--- config.mk ---
export PLATFORM = sky130hd
export DESIGN_NAME = srrc_rate_ctrl
export DESIGN_NICKNAME = d
export VERILOG_FILES = /design/src/rtl/srrc_rate_ctrl.sv
export SDC_FILE = /design/constraint.sdc
export NUM_CORES = 1
export LEC_CHECK = 0
export ABC_AREA = 1
export BUFFER_PORTS_ARGS = -buffer_cell sky130_fd_sc_hd__buf_2
export CAP_MARGIN = 20
export CORE_MARGIN = 2
export CORE_UTILIZATION = 46
export CTS_CLUSTER_SIZE = 25
export DETAILED_ROUTE_END_ITERATION = 10
export GPL_TIMING_DRIVEN = 0
export PLACE_DENSITY = 0.79
export SLEW_MARGIN = 25
export SYNTH_ARGS = -nofsm -noshare
export SYNTH_HDL_FRONTEND = slang
export SYNTH_SLANG_ARGS = --single-unit
export TNS_END_PERCENT = 20
--- constraint.sdc ---
create_clock -name clk -period 1.9 [get_ports clk]
set_input_delay 0.19 -clock clk [delete_from_list [all_inputs] [get_ports clk]]
set_output_delay 0.19 -clock clk [all_outputs]
set_load 0.1 [all_outputs]
--- src/rtl/srrc_rate_ctrl.sv ---
// srrc_rate_ctrl: rate and configuration controller for the SRRC filter chain.
// Divides clk into one-cycle sample/symbol strobes, applies the filter select
// only on symbol boundaries, and flags out_valid once the delay line has been
// refilled with NTAPS samples taken under the current select.
//
// Ports:
//   clk        - system clock, rising edge
//   reset_n    - asynchronous active-low reset
//   enable     - run control; 0 freezes counters, select and FSM
//   sw_req     - requested filter/coefficient select
//   sam_clk_en - one-cycle sample strobe (registered)
//   sym_clk_en - one-cycle symbol strobe, coincident with a sample strobe
//   sam_phase  - sample index within the current symbol
//   sw_active  - select currently applied to the filter
//   out_valid  - filter output is meaningful
module srrc_rate_ctrl #(
    parameter int unsigned CLK_PER_SAM = 4,
    parameter int unsigned SAM_PER_SYM = 4,
    parameter int unsigned NTAPS       = 81
) (
    input  logic                           clk,
    input  logic                           reset_n,
    input  logic                           enable,
    input  logic [1:0]                     sw_req,
    output logic                           sam_clk_en,
    output logic                           sym_clk_en,
    output logic [$clog2(SAM_PER_SYM)-1:0] sam_phase,
    output logic [1:0]                     sw_active,
    output logic                           out_valid
);

    localparam int unsigned CW = $clog2(CLK_PER_SAM);
    localparam int unsigned SW = $clog2(SAM_PER_SYM);
    localparam int unsigned FW = $clog2(NTAPS + 1);

    typedef enum logic {
        S_FILL = 1'b0,
        S_RUN  = 1'b1
    } state_e;

    state_e          state_q, state_d;
    logic [CW-1:0]   clk_cnt_q, clk_cnt_d;
    logic [SW-1:0]   sam_cnt_q, sam_cnt_d;
    logic [FW-1:0]   fill_cnt_q, fill_cnt_d;
    logic            sam_clk_en_q, sym_clk_en_q;
    logic [1:0]      sw_active_q, sw_active_d;
    logic            out_valid_q, out_valid_d;

    logic            tick_c;
    logic            sym_tick_c;
    logic            cfg_change_c;
    logic            fill_done_c;

    // Strobe decode: tick_c is the edge that raises sam_clk_en.
    assign tick_c       = enable && (clk_cnt_q == CW'(CLK_PER_SAM - 1));
    assign sym_tick_c   = tick_c && (sam_cnt_q == SW'(SAM_PER_SYM - 1));
    assign cfg_change_c = sym_tick_c && (sw_req != sw_active_q);
    // Counting uses the registered strobe, so a strobe issued just before
    // enable drops is still counted and never lost from the fill.
    assign fill_done_c  = sam_clk_en_q && (fill_cnt_q == FW'(NTAPS - 1));

    // Clock/sample divider and select latch next-state.
    always_comb begin
        clk_cnt_d   = clk_cnt_q;
        sam_cnt_d   = sam_cnt_q;
        sw_active_d = sw_active_q;
        if (enable) begin
            clk_cnt_d = tick_c ? '0 : clk_cnt_q + CW'(1);
        end
        if (tick_c) begin
            sam_cnt_d = (sam_cnt_q == SW'(SAM_PER_SYM - 1)) ? '0 : sam_cnt_q + SW'(1);
        end
        if (sym_tick_c) begin
            sw_active_d = sw_req;
        end
    end

    // FSM state register.
    always_ff @(posedge clk or negedge reset_n) begin
        if (!reset_n) begin
            state_q <= S_FILL;
        end else begin
            state_q <= state_d;
        end
    end

    // FSM next state; a config change overrides fill completion.
    always_comb begin
        state_d = state_q;
        if (cfg_change_c) begin
            state_d = S_FILL;
        end else if ((state_q == S_FILL) && fill_done_c) begin
            state_d = S_RUN;
        end
    end

    // FSM outputs: fill counter and valid flag next values.
    always_comb begin
        fill_cnt_d  = fill_cnt_q;
        out_valid_d = (state_d == S_RUN);
        if (cfg_change_c) begin
            fill_cnt_d = '0;
        end else if ((state_q == S_FILL) && sam_clk_en_q) begin
            fill_cnt_d = fill_cnt_q + FW'(1);
        end
    end

    // Datapath and output registers.
    always_ff @(posedge clk or negedge reset_n) begin
        if (!reset_n) begin
            clk_cnt_q    <= '0;
            sam_cnt_q    <= '0;
            fill_cnt_q   <= '0;
            sam_clk_en_q <= 1'b0;
            sym_clk_en_q <= 1'b0;
            sw_active_q  <= 2'b00;
            out_valid_q  <= 1'b0;
        end else begin
            clk_cnt_q    <= clk_cnt_d;
            sam_cnt_q    <= sam_cnt_d;
            fill_cnt_q   <= fill_cnt_d;
            sam_clk_en_q <= tick_c;
            sym_clk_en_q <= sym_tick_c;
            sw_active_q  <= sw_active_d;
            out_valid_q  <= out_valid_d;
        end
    end

    assign sam_clk_en = sam_clk_en_q;
    assign sym_clk_en = sym_clk_en_q;
    assign sam_phase  = sam_cnt_q;
    assign sw_active  = sw_active_q;
    assign out_valid  = out_valid_q;

endmodule

# After elaboration in Yosys (flattened, before gate mapping)
# Cells that the tools add are included.
[totals]
n_memories = 0
latch_bits = 0
inputBits = 5
mem_bits_ro = 0
ff_bits = 16
ramBits = 0
elab_cells = 29
out_inout_bits = 7
[op_classes]
div_mod_pow = 0
magnitude_cmp = 0
bitwise_logic = 1
n_addsub = 3
muxes = 6
n_reduce_logical = 8
eq_ne = 4
multipliers = 0
shifts = 0
[ops]
columns = ["op", "n"]
rows = [
  ["two-way mux 7 bit", 2],
  ["adder 7 x 1 -> 7 bit, second input constant", 1],
  ["equality test 7 bit, second input constant", 1],
  ["logical AND 1 bit", 6],
  ["adder 2 x 1 -> 2 bit, second input constant", 2],
  ["equality test 2 bit, second input constant", 2],
  ["two-way mux 2 bit", 2],
  ["nonzero test 2 bit", 2],
  ["two-way mux 1 bit", 2],
  ["inequality test 2 bit", 1],
  ["inverter 1 bit", 1],
]

# Longest topological paths before layout
# Gate-level depths: netlist (run 1).
[logic_depth]
word_depth = 5
mapped_depth = 7
ltp_nobuf = 7

# Least setup slack after synthesis (run 1)
# Ideal clock, no wire load.
[synth_timing]
kind = "register to register"
from = "register sam_cnt_q[0] (netlist: sam_phase[0])"
to = "register sw_active_q[0] (netlist: sw_active[0])"
path_slack_ps = 12
path_buffers = 0
setup_ps = 126
arrival_time_ps = 1762
required_time_ps = 1774
path_stages_with_launch = 5
period_less_slack_ps = 1888
path_cell_list = "dfrtp_1 > ha_1 > inv_1 > nor2_8 > mux2_4"
[synth_between]
elab_chain_len = 2
[synth_rtl]
columns = ["element", "line_no", "rtl"]
rows = [
  ["start: declaration", "43", "logic [SW-1:0] sam_cnt_q, sam_cnt_d;"],
  ["start signal: assignment", "120", "sam_cnt_q <= sam_cnt_d;"],
  ["equality test 2 bit", "56", "assign sym_tick_c = tick_c && (sam_cnt_q == SW'(SAM_PER_SYM - 1));"],
  ["logical AND 1 bit", "56", ""],
  ["via sym_tick_c", "50", "logic sym_tick_c;"],
  ["end signal: assignment", "124", "sw_active_q <= sw_active_d;"],
  ["end: declaration", "46", "logic [1:0] sw_active_q, sw_active_d;"],
]
# The timed path passes the listed nets, and every way through them passes these cells.
# A chain may end at the register's enable or synchronous reset.

# Worst setup path in the final report (run 1)
[layout_timing]
from = "register sam_clk_en_q (netlist: sam_clk_en)"
to = "output sam_clk_en"
[layout_rtl]
columns = ["element", "line_no", "rtl"]
rows = [
  ["start: declaration", "45", "logic sam_clk_en_q, sym_clk_en_q;"],
  ["start signal: assignment", "122", "sam_clk_en_q <= tick_c;"],
  ["end: declaration", "25", "output logic sam_clk_en,"],
]
# No word-level cell between the ends.

==> out/summary.txt, run 1 <==
Hold Crit Class -> primary input to register
cell taking the most area after synthesis -> dfrtp_1
syn avg cell area -> 9.110 sq um
CP arrival -> 1.17 ns
gpl congestion -> 0.7953
unrepaired setup endpoints after global routing -> false
slowest stage cell on the critical path -> buf_2
clk_lat worst skew -> 0.29 ns
status -> completed
final worst path period need -> 1.363 ns
die area -> 0.002114 sq mm
I/O pin count -> 12
CTS root buf -> clkbuf_4
die width -> 45.98 um
period utilisation layout -> 71.75%
synthesis-to-layout area growth -> 15.12%
post-synth cell types -> 20
commonest non-fill, non-tap cell in the layout -> nand2_1
CP startpoint kind -> register
layout cells sized above 1 -> 20.95%
non-filler instance count after layout -> 122
diode count -> 0
drt initial violations -> 3
clk buf depth -> 2
Worst Tran Pin Value -> 0.4880 ns
syn_nets -> 98
most frequent cells in the layout -> 18 x nand2_1, 16 x dfrtp_1, 14 x inv_1
1st-pass router iterations -> 3
Pwr Density -> 1665 mW/mm^2
Die Span Y -> 45.98 um
Critical Path Fanout Max -> 4
post-DP HPWL -> 1014 um
via count of the routed design -> 603
vias in the first global route -> 523
Setup CP Type -> register to output pin
largest net degree at the start of global routing -> 17
top cells by area, synth -> dfrtp_1 49%, nand2_1 8.3%, inv_1 6.5%, ha_1 6.2%, nand3_1 4.3%
Cell Count Post-Placement -> 117
post-route ant nets -> 0
Worst Path Buf+Inv -> 1
first-pass GRT wire length -> 2180 um
crit-path max cell delay -> 0.45 ns
share of the synthesized area in the top cell type -> 49.38%
I/O Buffers -> 11
# nets final -> 115
CTS clock-pin slew for the worst setup and hold paths -> 0.09 ns
Synth Warn # -> 0
CTS Hold Bufs -> 1
Placement Rows -> 15
# clock sinks -> 16
WL per Instance -> 11.06 um
Worst VDD drop -> 0.001144 V
Worst Path Required -> 1.71 ns
Setup Fix Bufs, Post-CTS -> 0
crit end category -> output pin
CP delay by family, top -> buffers and inverters
final-report hold violation count -> 0
critical path cell sequence -> buf_2
Overall Global Routing Usage -> 15.06%
clk_skew -> 0.003195 ns
Initial Util -> 48.00%
CTS tree -> done
fmax -> 733.5 MHz
CTS Buf Count -> 3
vias per cell -> 4.943
Max-slew headroom -> 67.69%
Max Slew Vio Count -> 0
total negative slack -> 0 ns
DRC Markers -> 0
register area share after synthesis -> 49.38%
maxcap violations -> 0
Seq cells post-synth -> 16
Core ar. -> 0.001689 sq mm
Congestion Overflow GR -> 0
Routed WL -> 1349 um
leakage -> 0.0005173 uW
Resized Gates After CTS -> 0
Post-Syn Area -> 810.8 sq um
initial antenna violation count -> 0
Post-Synthesis Cells -> 89
# H-tree levels -> 1
Final setup viols -> 0
-- state kept, by name, indices dropped and copies added, names as in the netlist --
register    flops
clk_cnt_q       2
sw_active       2
fill_cnt_q      7
sam_clk_en      1
out_valid       1
sam_phase       2
sym_clk_en      1
-- area by class of cell --
| cell class | count | area, sq um |
|---|---|---|
| multi-input combinational | 59 | 357.8 |
| fill | 154 | 755.7 |
| inverter | 14 | 52.55 |
| sequential | 16 | 400.4 |
| timing repair buffer | 12 | 65.06 |
| clock buffer | 4 | 36.28 |
| tap | 17 | 21.27 |
-- through the flow --
stage	power [uW]	utilization [%]	setup slack, ns	cell area, sq um	hold WS [ns]
after floorplan	1204	-	0.01201	810.8	-0.1056
after global placement	1308	52.52	0.6775	887.1	0.1198
after detailed placement	1337	52.52	0.6332	887.1	0.1177
after CTS	1572	55.26	0.5258	933.4	0.09489
after global routing	1668	55.26	0.4797	933.4	0.1206
final	1555	55.26	0.5367	933.4	0.1076
-- cells in the mapped netlist --
library cell / n
nand4_1: 1
dfrtp_1: 16
nand2_2: 1
xor2_1: 1
nand2_1: 18
nor2_8: 1
o21ai_0: 4
inv_1: 14
nor2_2: 1
nor2_1: 9
nor3_1: 2
o21a_1: 1
nand3_2: 1
nand3b_1: 1
xnor2_1: 2
mux2_4: 2
a21oi_1: 2
nand3_1: 7
nand2_4: 1
ha_1: 4
-- worst paths after layout --
kind / slack, ns / to / startpoint / cells past startpoint
max: 0.54 / sam_clk_en / sam_clk_en$_DFF_PN0_ / 1
min: 0.11 / clk_cnt_q[0]$_DFFE_PN0P_ / enable / 2
max reg2reg: 0.62 / sw_active[1]$_DFFE_PN0P_ / clk_cnt_q[0]$_DFFE_PN0P_ / 4
min reg2reg: 0.49 / clk_cnt_q[0]$_DFFE_PN0P_ / clk_cnt_q[0]$_DFFE_PN0P_ / 1
max in group asynchronous: 1.32 / sw_active[1]$_DFFE_PN0P_ / reset_n / 2
min in group asynchronous: 0.33 / fill_cnt_q[0]$_DFFE_PN0P_ / reset_n / 2
-- power breakdown --
| part | internal [uW] | switching, uW | leakage, uW |
|---|---|---|---|
| logic | 192 | 573 | 0.000290 |
| clock network | 117 | 111 | 0.0000210 |
| registers | 457 | 104 | 0.000207 |
| total | 766 | 789 | 0.000517 |
-- routing by layer --
metal	vias to the layer above	share of wire, %	GRT usage (%)
met4	0	0.96	6.857
met2	9	48	23.33
met5	-	0	0
met1	279	47	18.25
met3	2	3.5	5.952
li1	313	-	-
-- cell families after synthesis --
kind of cell    after synthesis  share of synthesized area, %
fa+ha+maj                     4                         6.173
flops                        16                         49.38
compound gates                7                         4.630
xor+xnor                      3                         3.241
mux                           2                         3.704
simple gates                 43                         26.39
buf+inv                      14                         6.481
Note: power is estimated with default switching activity, not from simulation.
==> inputs of run 2 (changes only) <==
- clock period: 1.9 -> 1.35 ns (I/O delays scaled with it)
==> run 2 against run 1 <==
  * Setup slack got worse by 0.48 ns
  * Sequential power grew 48%
  * Core utilization is 0.89 points higher
  * Flip-flop and latch count stayed put
  * Combinational power up 44%
  * Design area up 1.6%
  * Register-to-register slack worse by 0.54 ns
  * Critical path depth stayed put
  * First-iteration DRC count fell by 33%
  * Total power increased by 40%
  * Via count up 1.7%
  * Sequential share of layout area grew 0.64 points
  * Largest cell class unchanged
  * Highest routed layer unchanged
==> out/summary.txt, run 2 (synthesis gave the netlist of run 1 again) <==
Placement Rows -> 15
first-pass GRT wire length -> 2208 um
Routed WL -> 1310 um
clk buf depth -> 2
critical path cell sequence -> buf_2
Setup Fix Bufs, Post-CTS -> 0
Max-slew headroom -> 67.73%
DRC Markers -> 0
post-route ant nets -> 0
Reg with most FFs -> fill_cnt_q
total power -> 2176 uW
Initial Util -> 48.00%
hold slack -> 0.07213 ns
unrepaired setup endpoints after global routing -> false
CTS tree -> done
max reg flops -> 7
most frequent cells in the layout -> 18 x nand2_1, 13 x inv_1, 11 x buf_2
CTS Hold Bufs -> 1
CP arrival -> 1.16 ns
# nets final -> 115
clk_lat worst skew -> 0.28 ns
sw power -> 1103 uW
vias per cell -> 5.025
Congestion Overflow GR -> 0
Comb pwr share -> 50.4%
final worst path period need -> 1.290 ns
crit end category -> output pin
Reg power frac -> 38.1%
Worst Path Required -> 1.22 ns
1st-pass router iterations -> 2
die area -> 0.002114 sq mm
P_int -> 1072 uW
crit-path max cell delay -> 0.45 ns
total negative slack -> 0 ns
slowest stage cell on the critical path -> dfrtp_4
Clk pwr share -> 11.5%
Hold Path Origin -> enable
synthesis-to-layout area growth -> 16.98%
final-report hold violation count -> 0
Max Slew Vio Count -> 0
reg-to-reg critical path startpoint -> clk_cnt_q[0]$_DFFE_PN0P_
fmax -> 775.1 MHz
diode count -> 0
Hold Crit Class -> primary input to register
drt initial violations -> 2
Worst Tran Pin Value -> 0.4875 ns
clk_skew -> 0.008444 ns
via count of the routed design -> 613
Switching Fraction -> 50.72%
# clock sinks -> 16
CTS clock-pin slew for the worst setup and hold paths -> 0.09 ns
CP delay by family, top -> flip-flops
Setup CP Type -> register to output pin
CTS Buf Count -> 3
CTS root buf -> clkbuf_4
Worst Path Buf+Inv -> 1
Resized Gates After CTS -> 0
leakage -> 0.0005029 uW
Overall Global Routing Usage -> 14.84%
initial antenna violation count -> 0
I/O pin count -> 12
dpl ws -> 0.06968 ns
commonest non-fill, non-tap cell in the layout -> nand2_1
Worst VDD drop -> 0.001576 V
Core ar. -> 0.001689 sq mm
post-DP HPWL -> 1023 um
maxcap violations -> 0
period utilisation layout -> 95.57%
I/O Buffers -> 11
reg2reg setup slack -> 0.08 ns
# H-tree levels -> 1
gpl congestion -> 0.8587
WL per Instance -> 10.74 um
status -> completed
vias in the first global route -> 559
die width -> 45.98 um
layout cells sized above 1 -> 27.62%
Final setup viols -> 0
Critical Path Fanout Max -> 4
Die Span Y -> 45.98 um
non-filler instance count after layout -> 122
largest net degree at the start of global routing -> 17
CP Launch Point -> sam_phase[0]$_DFFE_PN0N_
Pwr Density -> 2294 mW/mm^2
CP startpoint kind -> register
Final WS setup -> 0.05981 ns
Cell Count Post-Placement -> 117
## run 2: cell count changes in the layout (fill, tap and decap cells not counted)
cell      change
inv_2         +1
clkbuf_1      +1
clkbuf_8      -1
ha_1          -1
dfrtp_1       -6
dfrtp_2       +4
dfrtp_4       +2
ha_4          +1
inv_1         -1
## run 2: metal layers
| metal | up-vias | part of all wire (%) | routed length (um) | GRT usage [%] |
|---|---|---|---|---|
| met5 | - | 0 | 0 | 0 |
| met4 | 0 | 0.76 | 10 | 6.857 |
| met3 | 2 | 3.1 | 41 | 2.381 |
| met2 | 7 | 51 | 669 | 26.39 |
| met1 | 295 | 45 | 589 | 17.09 |
| li1 | 309 | - | - | - |
## run 2: area by class of cell
cell class                 instances  area (sq um)
fill                             162         740.7
timing repair buffer              12         65.06
clock buffer                       4         26.28
sequential                        16         412.9
multi-input combinational         59         370.4
tap                               17         21.27
inverter                          14         52.55
## run 2: final timing paths
check                                           end  cells past startpoint
hold reg to reg            clk_cnt_q[0]$_DFFE_PN0P_                      1
setup reg to reg           sw_active[1]$_DFFE_PN0P_                      4
hold / removal             clk_cnt_q[0]$_DFFE_PN0P_                      2
setup / recovery                       sam_phase[0]                      1
min in group asynchronous  clk_cnt_q[1]$_DFFE_PN0P_                      2
max in group asynchronous  sw_active[1]$_DFFE_PN0P_                      2
## run 2: through the flow
step	cell area (sq um)	utilization [%]
3_3_place_gp	912.1	54.00
5_1_grt	948.4	56.15
2_1_floorplan	835.8	-
3_5_place_dp	912.1	54.00
6_report	948.4	56.15
4_1_cts	948.4	56.15
## run 2: power by group through the flow
stage	sequential (uW)	clock, uW	combinational, uW
global route	855	283	1190
CTS	829	264	1110
global placement	828	0	1080
floorplan	1320	0	429
finish	830	249	1100
detailed placement	838	0	1110
